$ cat config.mk
export PLATFORM = sky130hd
export DESIGN_NAME = uart_tx
export DESIGN_NICKNAME = d
export VERILOG_FILES = /design/src/rtl/uart_pkg.sv /design/src/rtl/sync_fifo.sv /design/src/rtl/uart_tx.sv
export SDC_FILE = /design/constraint.sdc
export NUM_CORES = 1
export LEC_CHECK = 0
export CORE_ASPECT_RATIO = 1.1
export CORE_MARGIN = 2
export CORE_UTILIZATION = 60
export CTS_CLUSTER_DIAMETER = 200
export DETAILED_ROUTE_END_ITERATION = 10
export PLACE_DENSITY = 0.79
export SLEW_MARGIN = 20
export SYNTH_ARGS = -nofsm -noshare
export SYNTH_HDL_FRONTEND = slang
export SYNTH_SLANG_ARGS = --single-unit
$ cat constraint.sdc
create_clock -name clk -period 7.87 [get_ports clk]
set_input_delay 1.1805 -clock clk [delete_from_list [all_inputs] [get_ports clk]]
set_output_delay 1.1805 -clock clk [all_outputs]
set_load 0.005 [all_outputs]
$ cat src/rtl/uart_pkg.sv
`default_nettype none
// ============================================================================
// Module      : uart_pkg
// Description : Shared types and constants for the uart_tx transmitter.
// Revision    : 1.0 - initial release
// ============================================================================

package uart_pkg;

    typedef enum logic [1:0] {
        ST_IDLE  = 2'd0,
        ST_START = 2'd1,
        ST_DATA  = 2'd2,
        ST_STOP  = 2'd3
    } uart_state_e;

    localparam int unsigned c_DEFAULT_CLKS_PER_BIT = 868;
    localparam int unsigned c_DEFAULT_FIFO_DEPTH   = 4;
    localparam int unsigned c_FRAME_BITS           = 10;
    // Start and stop bits frame the payload.
    localparam int unsigned c_DATA_BITS            = c_FRAME_BITS - 2;

    // Serial line level driven while the serializer sits in a given state.
    function automatic logic line_level(input uart_state_e st, input logic data_bit);
        logic lvl;
        case (st)
            ST_START: lvl = 1'b0;
            ST_DATA:  lvl = data_bit;
            default:  lvl = 1'b1;
        endcase
        return lvl;
    endfunction

endpackage

`default_nettype wire

$ cat src/rtl/sync_fifo.sv
`default_nettype none
// ============================================================================
// Module      : sync_fifo
// Description : Single-clock byte queue with occupancy count, full and empty.
// Revision    : 1.0 - initial release
// ============================================================================

module sync_fifo #(
    parameter int unsigned DEPTH = 4,
    parameter int unsigned WIDTH = 8
) (
    input  logic                     clk,
    input  logic                     rstn,
    input  logic                     push_i,
    input  logic [WIDTH-1:0]         wdata_i,
    input  logic                     pop_i,
    output logic [WIDTH-1:0]         rdata_o,
    output logic                     full_o,
    output logic                     empty_o,
    output logic [$clog2(DEPTH):0]   count_o
);

    localparam int unsigned            c_PTR_W = $clog2(DEPTH);
    localparam int unsigned            c_CNT_W = c_PTR_W + 1;
    localparam logic [c_CNT_W-1:0]     c_DEPTH = c_CNT_W'(DEPTH);

    logic [WIDTH-1:0]   mem_q [DEPTH];
    logic [c_PTR_W-1:0] wr_ptr_q;
    logic [c_PTR_W-1:0] rd_ptr_q;
    logic [c_CNT_W-1:0] count_q;

    logic w_push;
    logic w_pop;

    assign full_o  = (count_q == c_DEPTH);
    assign empty_o = (count_q == '0);
    assign count_o = count_q;
    assign rdata_o = mem_q[rd_ptr_q];

    // Requests are qualified here so a stray push on full or pop on empty is inert.
    assign w_push = push_i & ~full_o;
    assign w_pop  = pop_i  & ~empty_o;

    always_ff @(posedge clk) begin
        if (w_push) begin
            mem_q[wr_ptr_q] <= wdata_i;
        end
    end

    always_ff @(posedge clk) begin
        if (rstn) begin
            wr_ptr_q <= '0;
            rd_ptr_q <= '0;
            count_q  <= '0;
        end else begin
            if (w_push) begin
                wr_ptr_q <= wr_ptr_q + 1'b1;
            end
            if (w_pop) begin
                rd_ptr_q <= rd_ptr_q + 1'b1;
            end
            case ({w_push, w_pop})
                2'b10:   count_q <= count_q + 1'b1;
                2'b01:   count_q <= count_q - 1'b1;
                default: count_q <= count_q;
            endcase
        end
    end

endmodule

`default_nettype wire

$ cat src/rtl/uart_tx.sv
`default_nettype none
// ============================================================================
// Module      : uart_tx
// Description : 8N1 UART transmitter with a small byte queue in front.
// Revision    : 1.0 - initial release
// ============================================================================

module uart_tx
    import uart_pkg::*;
#(
    parameter int unsigned CLKS_PER_BIT = c_DEFAULT_CLKS_PER_BIT,
    parameter int unsigned FIFO_DEPTH   = c_DEFAULT_FIFO_DEPTH
) (
    input  logic       clk,
    input  logic       rstn,
    input  logic [7:0] txdata,
    input  logic       tx_valid,
    output logic       tx_ready,
    output logic       txd,
    output logic       busy
);

    localparam int unsigned c_CNT_W     = $clog2(FIFO_DEPTH) + 1;
    localparam logic [15:0] c_BAUD_LAST = 16'(CLKS_PER_BIT - 1);
    localparam logic [2:0]  c_BIT_LAST  = 3'(c_DATA_BITS - 1);

    uart_state_e  state_q, state_d;
    logic [15:0]  baud_q,  baud_d;
    logic [2:0]   bit_q,   bit_d;
    logic [7:0]   shift_q, shift_d;
    logic         txd_q;

    logic               w_push;
    logic               w_pop;
    logic               w_full;
    logic               w_empty;
    logic [7:0]         w_head;
    logic [c_CNT_W-1:0] w_count;
    logic               w_baud_last;

    assign tx_ready = ~w_full;
    assign w_push   = tx_valid & tx_ready;
    assign txd      = txd_q;
    assign busy     = (state_q != ST_IDLE) || (w_count != '0);

    sync_fifo #(
        .DEPTH (FIFO_DEPTH),
        .WIDTH (8)
    ) u_fifo (
        .clk     (clk),
        .rstn    (rstn),
        .push_i  (w_push),
        .wdata_i (txdata),
        .pop_i   (w_pop),
        .rdata_o (w_head),
        .full_o  (w_full),
        .empty_o (w_empty),
        .count_o (w_count)
    );

    assign w_baud_last = (baud_q == c_BAUD_LAST);

    always_comb begin
        state_d = state_q;
        baud_d  = baud_q + 16'd1;
        bit_d   = bit_q;
        shift_d = shift_q;
        w_pop   = 1'b0;

        case (state_q)
            ST_IDLE: begin
                baud_d = '0;
                if (!w_empty) begin
                    w_pop   = 1'b1;
                    shift_d = w_head;
                    state_d = ST_START;
                end
            end
            ST_START: begin
                if (w_baud_last) begin
                    baud_d  = '0;
                    bit_d   = '0;
                    state_d = ST_DATA;
                end
            end
            ST_DATA: begin
                if (w_baud_last) begin
                    baud_d  = '0;
                    shift_d = shift_q >> 1;
                    if (bit_q == c_BIT_LAST) begin
                        bit_d   = '0;
                        state_d = ST_STOP;
                    end else begin
                        bit_d = bit_q + 3'd1;
                    end
                end
            end
            ST_STOP: begin
                if (w_baud_last) begin
                    baud_d = '0;
                    // Chain straight into the next frame so back-to-back bytes have no idle gap.
                    if (!w_empty) begin
                        w_pop   = 1'b1;
                        shift_d = w_head;
                        state_d = ST_START;
                    end else begin
                        state_d = ST_IDLE;
                    end
                end
            end
            default: begin
                baud_d  = '0;
                state_d = ST_IDLE;
            end
        endcase
    end

    always_ff @(posedge clk) begin
        if (rstn) begin
            state_q <= ST_IDLE;
            baud_q  <= '0;
            bit_q   <= '0;
            shift_q <= '0;
            txd_q   <= 1'b1;
        end else begin
            state_q <= state_d;
            baud_q  <= baud_d;
            bit_q   <= bit_d;
            shift_q <= shift_d;
            // The line follows the current state one cycle later, glitch-free.
            txd_q   <= line_level(state_q, shift_q[0]);
        end
    end

endmodule

`default_nettype wire

; Word-level counts from Yosys, hierarchy flattened
; Memories as Yosys holds them, arrays and structs flattened. A register that Yosys moved wholly into a read port is not among the register bits.
; Index checks and enable logic that the tools add are counted.
[totals]
regBits = 37
ram_bits = 32
input_bits = 11
output_inout_bits = 3
wordCells = 71
n_memories = 1
[mem_list]
columns = memory, depth, width, read_ports, rd_clocked_by_memory_dff, wr, line_no
row1 = u_fifo.mem_q, 4, 8, 1, 1, 1, sync_fifo.sv:27  ; logic [WIDTH-1:0] mem_q [DEPTH];
[op_classes]
addsub = 6
eq_ne = 13
mux = 26
bitwise_logic = 5
n_reduce_logical = 12
[op_table]
columns = operator, n
row1 = case mux 16 bit (2 select lines), 1
row2 = 2-to-1 mux 8 bit, 3
row3 = case mux 8 bit (3 select lines), 1
row4 = "adder 16 x 1 -> 16 bit, second input constant", 1
row5 = "equality test 16 x 10 -> 1 bit, second input constant", 1
row6 = 2-to-1 mux 16 bit, 1
row7 = 2-to-1 mux 2 bit, 7
row8 = case mux 3 bit (2 select lines), 2
row9 = "inequality test 2 bit, second input constant", 5
row10 = 2-to-1 mux 3 bit, 3
row11 = case mux 2 bit (4 select lines), 1
row12 = "adder 3 x 1 -> 3 bit, second input constant", 2
row13 = "equality test 2 bit, second input constant", 3
row14 = "equality test 3 bit, second input constant", 2
row15 = AND reduction 3 bit, 2
row16 = nonzero test 2 bit, 3
row17 = nonzero test 3 bit, 2
row18 = 2-to-1 mux 1 bit, 5
row19 = AND reduction 5 bit, 1
row20 = "adder 2 x 1 -> 2 bit, second input constant", 2
row21 = "equality test 2 x 1 -> 1 bit, second input constant", 2
row22 = case mux 1 bit (2 select lines), 2
row23 = AND 1 bit, 3
row24 = zero test 3 bit, 1
row25 = other kinds (5), 6

; Depth between registers and ports, before layout
; Gate-level depths: netlist of the first run.
[logic_depth]
ltp_word = 7
depth_mapped = 9
mapped_depth_nobuf = 9

; Hierarchy
; A second synthesis of the first run with hierarchy kept.
[hier_totals]
hier_cells = 262
area_unflattened_um2 = 3323.2
[modules_own_cells]
columns = module, instances, cells_each, area_per_inst_um2, seq_area_each_um2
row1 = uart_tx, 1, 166, 1687.9, 600.6
row2 = sync_fifo, 1, 96, 1635.3, 1141.1

; Worst setup path after synthesis of the first run
; No wires, ideal clock.
[synth_timing]
path_type = input port to flip-flop
startpoint = input tx_valid
endpoint = register u_fifo.count_q[2], in the netlist u_fifo.count_o[2]
setup_ns = 0.121
t_arrival_ns = 2.750
t_required_ns = 7.749
slack_ns = 4.999
cell_stages = 6
n_path_buf = 0
path_cell_list = a21boi_1 > nor2_1 > fa_1 > and2_1 > mux2i_1 > mux2_2
[synth_between]
elab_chain_len = 4
elab_cells_between_ends = 6
cone_classes = 2 x eq/ne / 1 x mux / 2 x bitwise / 1 x reduce/logical
[synth_rtl]
columns = element, line_no
row1 = start: declaration, uart_tx.sv:17  ; input logic tx_valid,
row2 = AND 1 bit *, uart_tx.sv:42  ; assign w_push = tx_valid & tx_ready;
row3 = AND 1 bit *, sync_fifo.sv:41  ; assign w_push = push_i & ~full_o;
row4 = equality test 2 x 1 -> 1 bit or equality test 2 bit (tied branches), sync_fifo.sv:62  ; case ({w_push, w_pop})
row5 = case mux 3 bit (2 select lines) or nonzero test 2 bit (tied branches), -
row6 = end signal: assignment, sync_fifo.sv:63  ; 2'b10: count_q <= count_q + 1'b1;
row7 = end signal: assignment, sync_fifo.sv:64  ; 2'b01: count_q <= count_q - 1'b1;
row8 = end signal: assignment, sync_fifo.sv:65  ; default: count_q <= count_q;
row9 = end: declaration, sync_fifo.sv:30  ; logic [c_CNT_W-1:0] count_q;
; Every way passes the cells marked *; elsewhere a longest branch is shown, timed or not.
; A chain may end at the register's enable or synchronous reset.

; Worst setup path in the final report of the first run
; Ends and elaborated chain as after synthesis.

==> results of run 1 <==
## routing by layer
metal	share of wire, %	vias up	global-route usage, %
met4	2.3	0	11.11
met3	2.6	10	3.788
met1	49	900	27.10
met2	46	24	28.91
met5	0	-	0
li1	-	963	-
## per-stage QoR
step	setup WS (ns)	instance area (sq um)	cells	utilization (%)	power, mW
final	4.686	3507	339	70.15	1.068
after global routing	4.519	3507	339	70.15	1.129
after CTS	4.690	3507	339	70.15	1.078
after detailed placement	4.338	3293	323	65.87	0.7626
after global placement	4.395	3293	323	65.87	0.7531
after floorplan	4.999	3122	260	-	0.6972
## registers in the layout, summed over array words and instances, names as in the netlist, named ones only
register and count:
txd 1, u_fifo.count_o 3, bit_q 3, u_fifo.mem_q 32, u_fifo.wr_ptr_q 2, u_fifo.rd_ptr_q 2, baud_q 16, shift_q 8
state_q 2
## synth_stat cells, drive strengths merged (2+ instances only)
cell / number / area [sq um]
inv: 6 / 22.52
xor2: 10 / 87.58
nand3: 6 / 30.03
a21oi: 9 / 45.04
nand2: 15 / 56.30
nor4: 2 / 33.78
dfxtp: 39 / 780.8
mux2i: 11 / 110.1
ha: 13 / 162.7
nand4: 5 / 31.28
and2: 5 / 31.28
nor3: 2 / 10.01
or4: 2 / 18.77
o21ai: 4 / 23.77
xnor2: 6 / 52.55
a211oi: 7 / 52.55
mux2: 2 / 22.52
nor2b: 4 / 25.02
mux4: 8 / 180.2
and3: 2 / 12.51
nor2: 38 / 142.6
buf: 3 / 16.26
or3: 3 / 18.77
edfxtp: 32 / 960.9
or4b: 2 / 23.77
clkbuf: 6 / 22.52
a311oi: 2 / 17.52
nand2b: 7 / 43.79
## report_power, final
group          internal, mW  total [mW]  leakage (nW)  switching (mW)
logic                 0.133       0.277         0.550           0.144
clock network         0.186       0.313         0.108           0.127
registers             0.441       0.478         0.611          0.0380
## logic make-up after synthesis
| group | share of synthesized area, % |
|---|---|
| AO/OA/AOI/OAI | 5.772 |
| XOR/XNOR | 4.489 |
| adder cells (fa/ha/maj) | 5.852 |
| buffers and inverters | 1.964 |
| flip-flops | 55.79 |
| multiplexers | 10.02 |
| AND/OR/NAND/NOR | 16.11 |
## worst paths after layout
path,start,to,slack (ns),depth (start not counted)
max reg2reg,state_q[0]$_SDFFE_PP0P_,u_fifo.count_o[2]$_SDFFE_PP0P_,5.10,9
min reg2reg,bit_q[1]$_SDFFE_PP0P_,bit_q[1]$_SDFFE_PP0P_,0.46,2
max,tx_valid,u_fifo.count_o[2]$_SDFFE_PP0P_,4.69,7
min,bit_q[1]$_SDFFE_PP0P_,bit_q[1]$_SDFFE_PP0P_,0.46,2
## area by class of cell
cell class / instances / area [sq um]
clock inverter: 4 / 68.82
multi-input combinational: 174 / 1319
fill: 349 / 1493
timing repair buffer: 14 / 137.6
sequential: 71 / 1742
tap: 58 / 72.57
inverter: 6 / 22.52
clock buffer: 12 / 145.1
## worst max-delay path, delay by kind of cell
family | cells | cell delay (ns)
simple gates | 2 | 0.29
buf+inv | 1 | 0.44
compound gates | 1 | 0.60
fa+ha+maj | 1 | 0.41
mux | 2 | 0.48
==> results.sh, run 1 <==
export IMPL_status="finished clean"
export IMPL_die_area_sq_mm=0.005797
export IMPL_initialDrtViolationCount=50
export IMPL_io_buffer_count=13
export IMPL_cap_violations=0
export IMPL_tns_ns=0
export IMPL_slowest_delay_ns=0.60
export IMPL_hold_buffers=0
export IMPL_drt_wl_total_um=4895
export IMPL_cts_setup_buffers=0
export IMPL_antenna_found_initial=0
export IMPL_cts_clk_slew_worst_paths_ns=0.08
export IMPL_worst_setup_path_type="input pin to register"
export IMPL_hp_class="register to register"
export IMPL_syn_area_per_cell_sq_um=12.01
export IMPL_cts_tree="yes"
export IMPL_max_vdd_ir_drop_v=0.0001458
export IMPL_syn_area_sq_mm=0.003122
export IMPL_p_leak_nw=1.270
export IMPL_cts_root_buf="clkbuf_8"
export IMPL_rsz0062_at_grt="false"
export IMPL_finalClockSkew_ns=0.01336
export IMPL_relSlewSlack_pct=51.01
export IMPL_gp_congestion=0.8054
export IMPL_cp_end_kind="register"
export IMPL_drtAntennaViolNets=0
export IMPL_worstPathCellList="clkdlybuf4s50_1 > a21boi_1 > nor2_1 > fa_1 > and2_1 > mux2i_1 > mux2_2"
export IMPL_grt_pass1_vias=1815
export IMPL_wl_per_cell_um=14.44
export IMPL_cp_max_fo=10
export IMPL_ys_async_sr_fraction_pct=0
export IMPL_slowest_stage="a21boi_1"
export IMPL_cts_buffers=9
export IMPL_ctsLongestPathBuffers=2
export IMPL_fmax_ghz=0.3140
export IMPL_htree_levels=3
export IMPL_synthesis_instances=260
export IMPL_maxSlewViolCount=0
export IMPL_overflow=0
export IMPL_final_common_cell="dfxtp_1"
export IMPL_synth_ff_type="dfxtp_1"
export IMPL_grt_pass1_wl_um=8418
export IMPL_power_per_cell_area_mw_per_mm2=304.6
export IMPL_die_h_um=79.65
export IMPL_cp_required_ns=8.10
export IMPL_cts_sinks=71
export IMPL_dpl_hpwl_um=3255
export IMPL_top_level_ports=14
export IMPL_grt_usage_pct=19.63
export IMPL_insertion_delay_ns=0.34
export IMPL_row_count=27
export IMPL_grt_start_max_net_pins=29
export IMPL_startpoint_type="input pin"
export IMPL_start_util_pct=62.44
export IMPL_final_setup_viol_count=0
export IMPL_period_minus_slack_ns=3.184
export IMPL_ctsResizeCount=0
export IMPL_core_area_sq_mm=0.005000
export IMPL_synth_fp_nets=285
export IMPL_layout_drive_gt1_share_pct=11.03
export IMPL_diodes=0
export IMPL_synth_edf_count=32
export IMPL_drc_errors=0
export IMPL_ys_types=44
export IMPL_cp_arrival_ns=3.42
export IMPL_dr_pass1_iters=4
export IMPL_whs_ns=0.4565
export IMPL_viasPerCell=5.596
export IMPL_period_share_pct=40.46
export IMPL_hold_viol=0
export IMPL_via_count=1897
export IMPL_ys_ff_latch=71
export IMPL_nets=301
export IMPL_syn2layout_area_growth_pct=12.34
export IMPL_layout_common_cells="39 x dfxtp_1, 38 x nor2_1, 32 x edfxtp_1"
export IMPL_ys_seq_area_share_pct=55.79
export IMPL_tightest_slew_ns=0.7333
export IMPL_die_x_um=72.78
export IMPL_ys_warn_count=0
Power figures use the tool's default switching activity.
==> run 2: changes to the inputs <==
- CORE_UTILIZATION: 60 -> 59
- PLACE_DENSITY: 0.79 -> 0.78
- clock period: 7.87 -> 3.2 ns (I/O delays scaled with it)
==> run 2 against run 1 <==
Against the previous run: combinational power grew to 2.5 times the previous value; cell area fell by 0.50%; critical path depth grew 2; die area is 1.6% higher; wire length is 2.7% higher; setup slack worse by 4.1 ns; power up 140%; core utilization is 1.3 points lower; largest cell class unchanged.
==> results.sh, run 2 (synthesis results as in run 1) <==
export IMPL_critPathBufInv=0
export IMPL_syn2layout_area_growth_pct=11.78
export IMPL_worstPathCellList="ha_1 > or4b_2 > nor4_2 > o21ai_1 > nor2_1 > fa_1 > nor2_1 > mux2i_1 > mux2_2"
export IMPL_status="finished clean"
export IMPL_cp_arrival_ns=2.85
export IMPL_io_buffer_count=13
export IMPL_tns_ns=0
export IMPL_critPathMostFrequentCell="nor2_1"
export IMPL_die_x_um=73.36
export IMPL_place_ws_ns=0.5866
export IMPL_slowest_delay_ns=0.61
export IMPL_maxSlewViolCount=0
export IMPL_period_minus_slack_ns=2.623
export IMPL_final_setup_viol_count=0
export IMPL_cts_sinks=71
export IMPL_dr_pass1_iters=4
export IMPL_die_h_um=80.29
export IMPL_drc_errors=0
export IMPL_relSlewSlack_pct=61.74
export IMPL_core_area_sq_mm=0.005067
export IMPL_period_share_pct=81.97
export IMPL_final_common_cell="dfxtp_1"
export IMPL_hold_path_end="bit_q[1]$_SDFFE_PP0P_"
export IMPL_slowest_stage="or4b_2"
export IMPL_grt_pass1_wl_um=8542
export IMPL_viasPerCell=5.628
export IMPL_power_mw=2.546
export IMPL_top_level_ports=14
export IMPL_cts_setup_buffers=0
export IMPL_die_area_sq_mm=0.005890
export IMPL_via_count=1919
export IMPL_finalClockSkew_ns=0.005768
export IMPL_cts_root_buf="clkbuf_8"
export IMPL_insertion_delay_ns=0.33
export IMPL_cp_top_family="simple AND/OR/NAND/NOR gates"
export IMPL_nets=303
export IMPL_startpoint_type="register"
export IMPL_initialDrtViolationCount=75
export IMPL_hold_path_cell_count=2
export IMPL_htree_levels=3
export IMPL_hold_viol=0
export IMPL_cp_required_ns=3.43
export IMPL_overflow=0
export IMPL_grt_pass1_vias=1877
export IMPL_tightest_slew_ns=0.5732
export IMPL_grt_start_max_net_pins=28
export IMPL_diodes=0
export IMPL_row_count=27
export IMPL_rsz0062_at_grt="false"
export IMPL_max_vdd_ir_drop_v=0.0003968
export IMPL_cts_buffers=9
export IMPL_p_leak_nw=1.260
export IMPL_cap_violations=0
export IMPL_ctsResizeCount=0
export IMPL_cts_clk_slew_worst_paths_ns=0.07
export IMPL_dp_cells=325
export IMPL_cp_end_kind="register"
export IMPL_gp_congestion=0.7717
export IMPL_power_per_cell_area_mw_per_mm2=729.7
export IMPL_worst_setup_path_type="register to register"
export IMPL_grt_usage_pct=19.86
export IMPL_drt_wl_total_um=5026
export IMPL_wl_per_cell_um=14.74
export IMPL_hold_buffers=0
export IMPL_fin_ws_ns=0.5769
export IMPL_layout_common_cells="39 x dfxtp_1, 38 x nor2_1, 32 x edfxtp_1"
export IMPL_reg2regPathDepth=9
export IMPL_antenna_found_initial=0
export IMPL_drtAntennaViolNets=0
export IMPL_cts_tree="yes"
export IMPL_layout_drive_gt1_share_pct=11.31
export IMPL_worstHoldStart="bit_q[1]$_SDFFE_PP0P_"
export IMPL_r2r_end="u_fifo.count_o[2]$_SDFFE_PP0P_"
export IMPL_cp_max_fo=5
export IMPL_largest_register_ffs=32
export IMPL_r2r_setup_slack_ns=0.58
export IMPL_whs_ns=0.4575
export IMPL_dpl_hpwl_um=3413
export IMPL_fmax_ghz=0.3812
export IMPL_ctsLongestPathBuffers=2
export IMPL_regMostFlops="u_fifo.mem_q"
export IMPL_top_regs="u_fifo.mem_q (32), baud_q (16), shift_q (8)"
export IMPL_reg2reg_from="state_q[0]$_SDFFE_PP0P_"
export IMPL_stdcell_count=341
export IMPL_start_util_pct=61.60
export IMPL_hp_class="register to register"
==> run 2: layout make-up <==
| cell class | instances | area (sq um) |
|---|---|---|
| clock buffers | 11 | 131.4 |
| multi-input cells | 174 | 1319 |
| inverters | 6 | 22.52 |
| well taps | 58 | 72.57 |
| flip-flops and latches | 71 | 1742 |
| clock inverters | 5 | 50.05 |
| repair buffers | 16 | 152.6 |
| fillers | 380 | 1578 |
==> run 2: power by group <==
group          switching, mW  internal, mW  leakage (nW)
Sequential            0.0937          1.08         0.611
Clock                  0.311         0.354        0.0884
Combinational          0.364         0.340         0.560
Total                  0.769          1.78          1.26
==> run 2: layer usage <==
metal	up-vias	routed length (um)	GRT usage (%)
met5	-	0	0
met4	0	81	11.82
met3	6	112	4.517
met2	18	2407	31.26
met1	920	2424	24.83
li1	975	-	-
==> run 2: worst max-delay path by stage <==
stage	start	endpoint	slack, ns	cells past startpoint
floorplan	state_q[0]$_SDFFE_PP0P_	u_fifo.count_o[2]$_SDFFE_PP0P_	0.73	9
global placement	state_q[0]$_SDFFE_PP0P_	u_fifo.count_o[2]$_SDFFE_PP0P_	0.63	9
detailed placement	state_q[0]$_SDFFE_PP0P_	u_fifo.count_o[2]$_SDFFE_PP0P_	0.59	9
CTS	state_q[0]$_SDFFE_PP0P_	u_fifo.count_o[2]$_SDFFE_PP0P_	0.57	9
global route	state_q[0]$_SDFFE_PP0P_	u_fifo.count_o[2]$_SDFFE_PP0P_	0.34	9
finish	state_q[0]$_SDFFE_PP0P_	u_fifo.count_o[2]$_SDFFE_PP0P_	0.58	9
==> run 2: metrics by stage <==
step	instance area, sq um	util, %
floorplan	3122	-
global placement	3308	65.28
detailed placement	3308	65.28
CTS	3490	68.86
global route	3490	68.86
finish	3490	68.86
==> run 2: tightest hold or removal path, delay by kind of cell (launching register included) <==
family / cells / cell delay (ns)
simple gates: 1 / 0.05
flops: 1 / 0.31
compound gates: 1 / 0.05
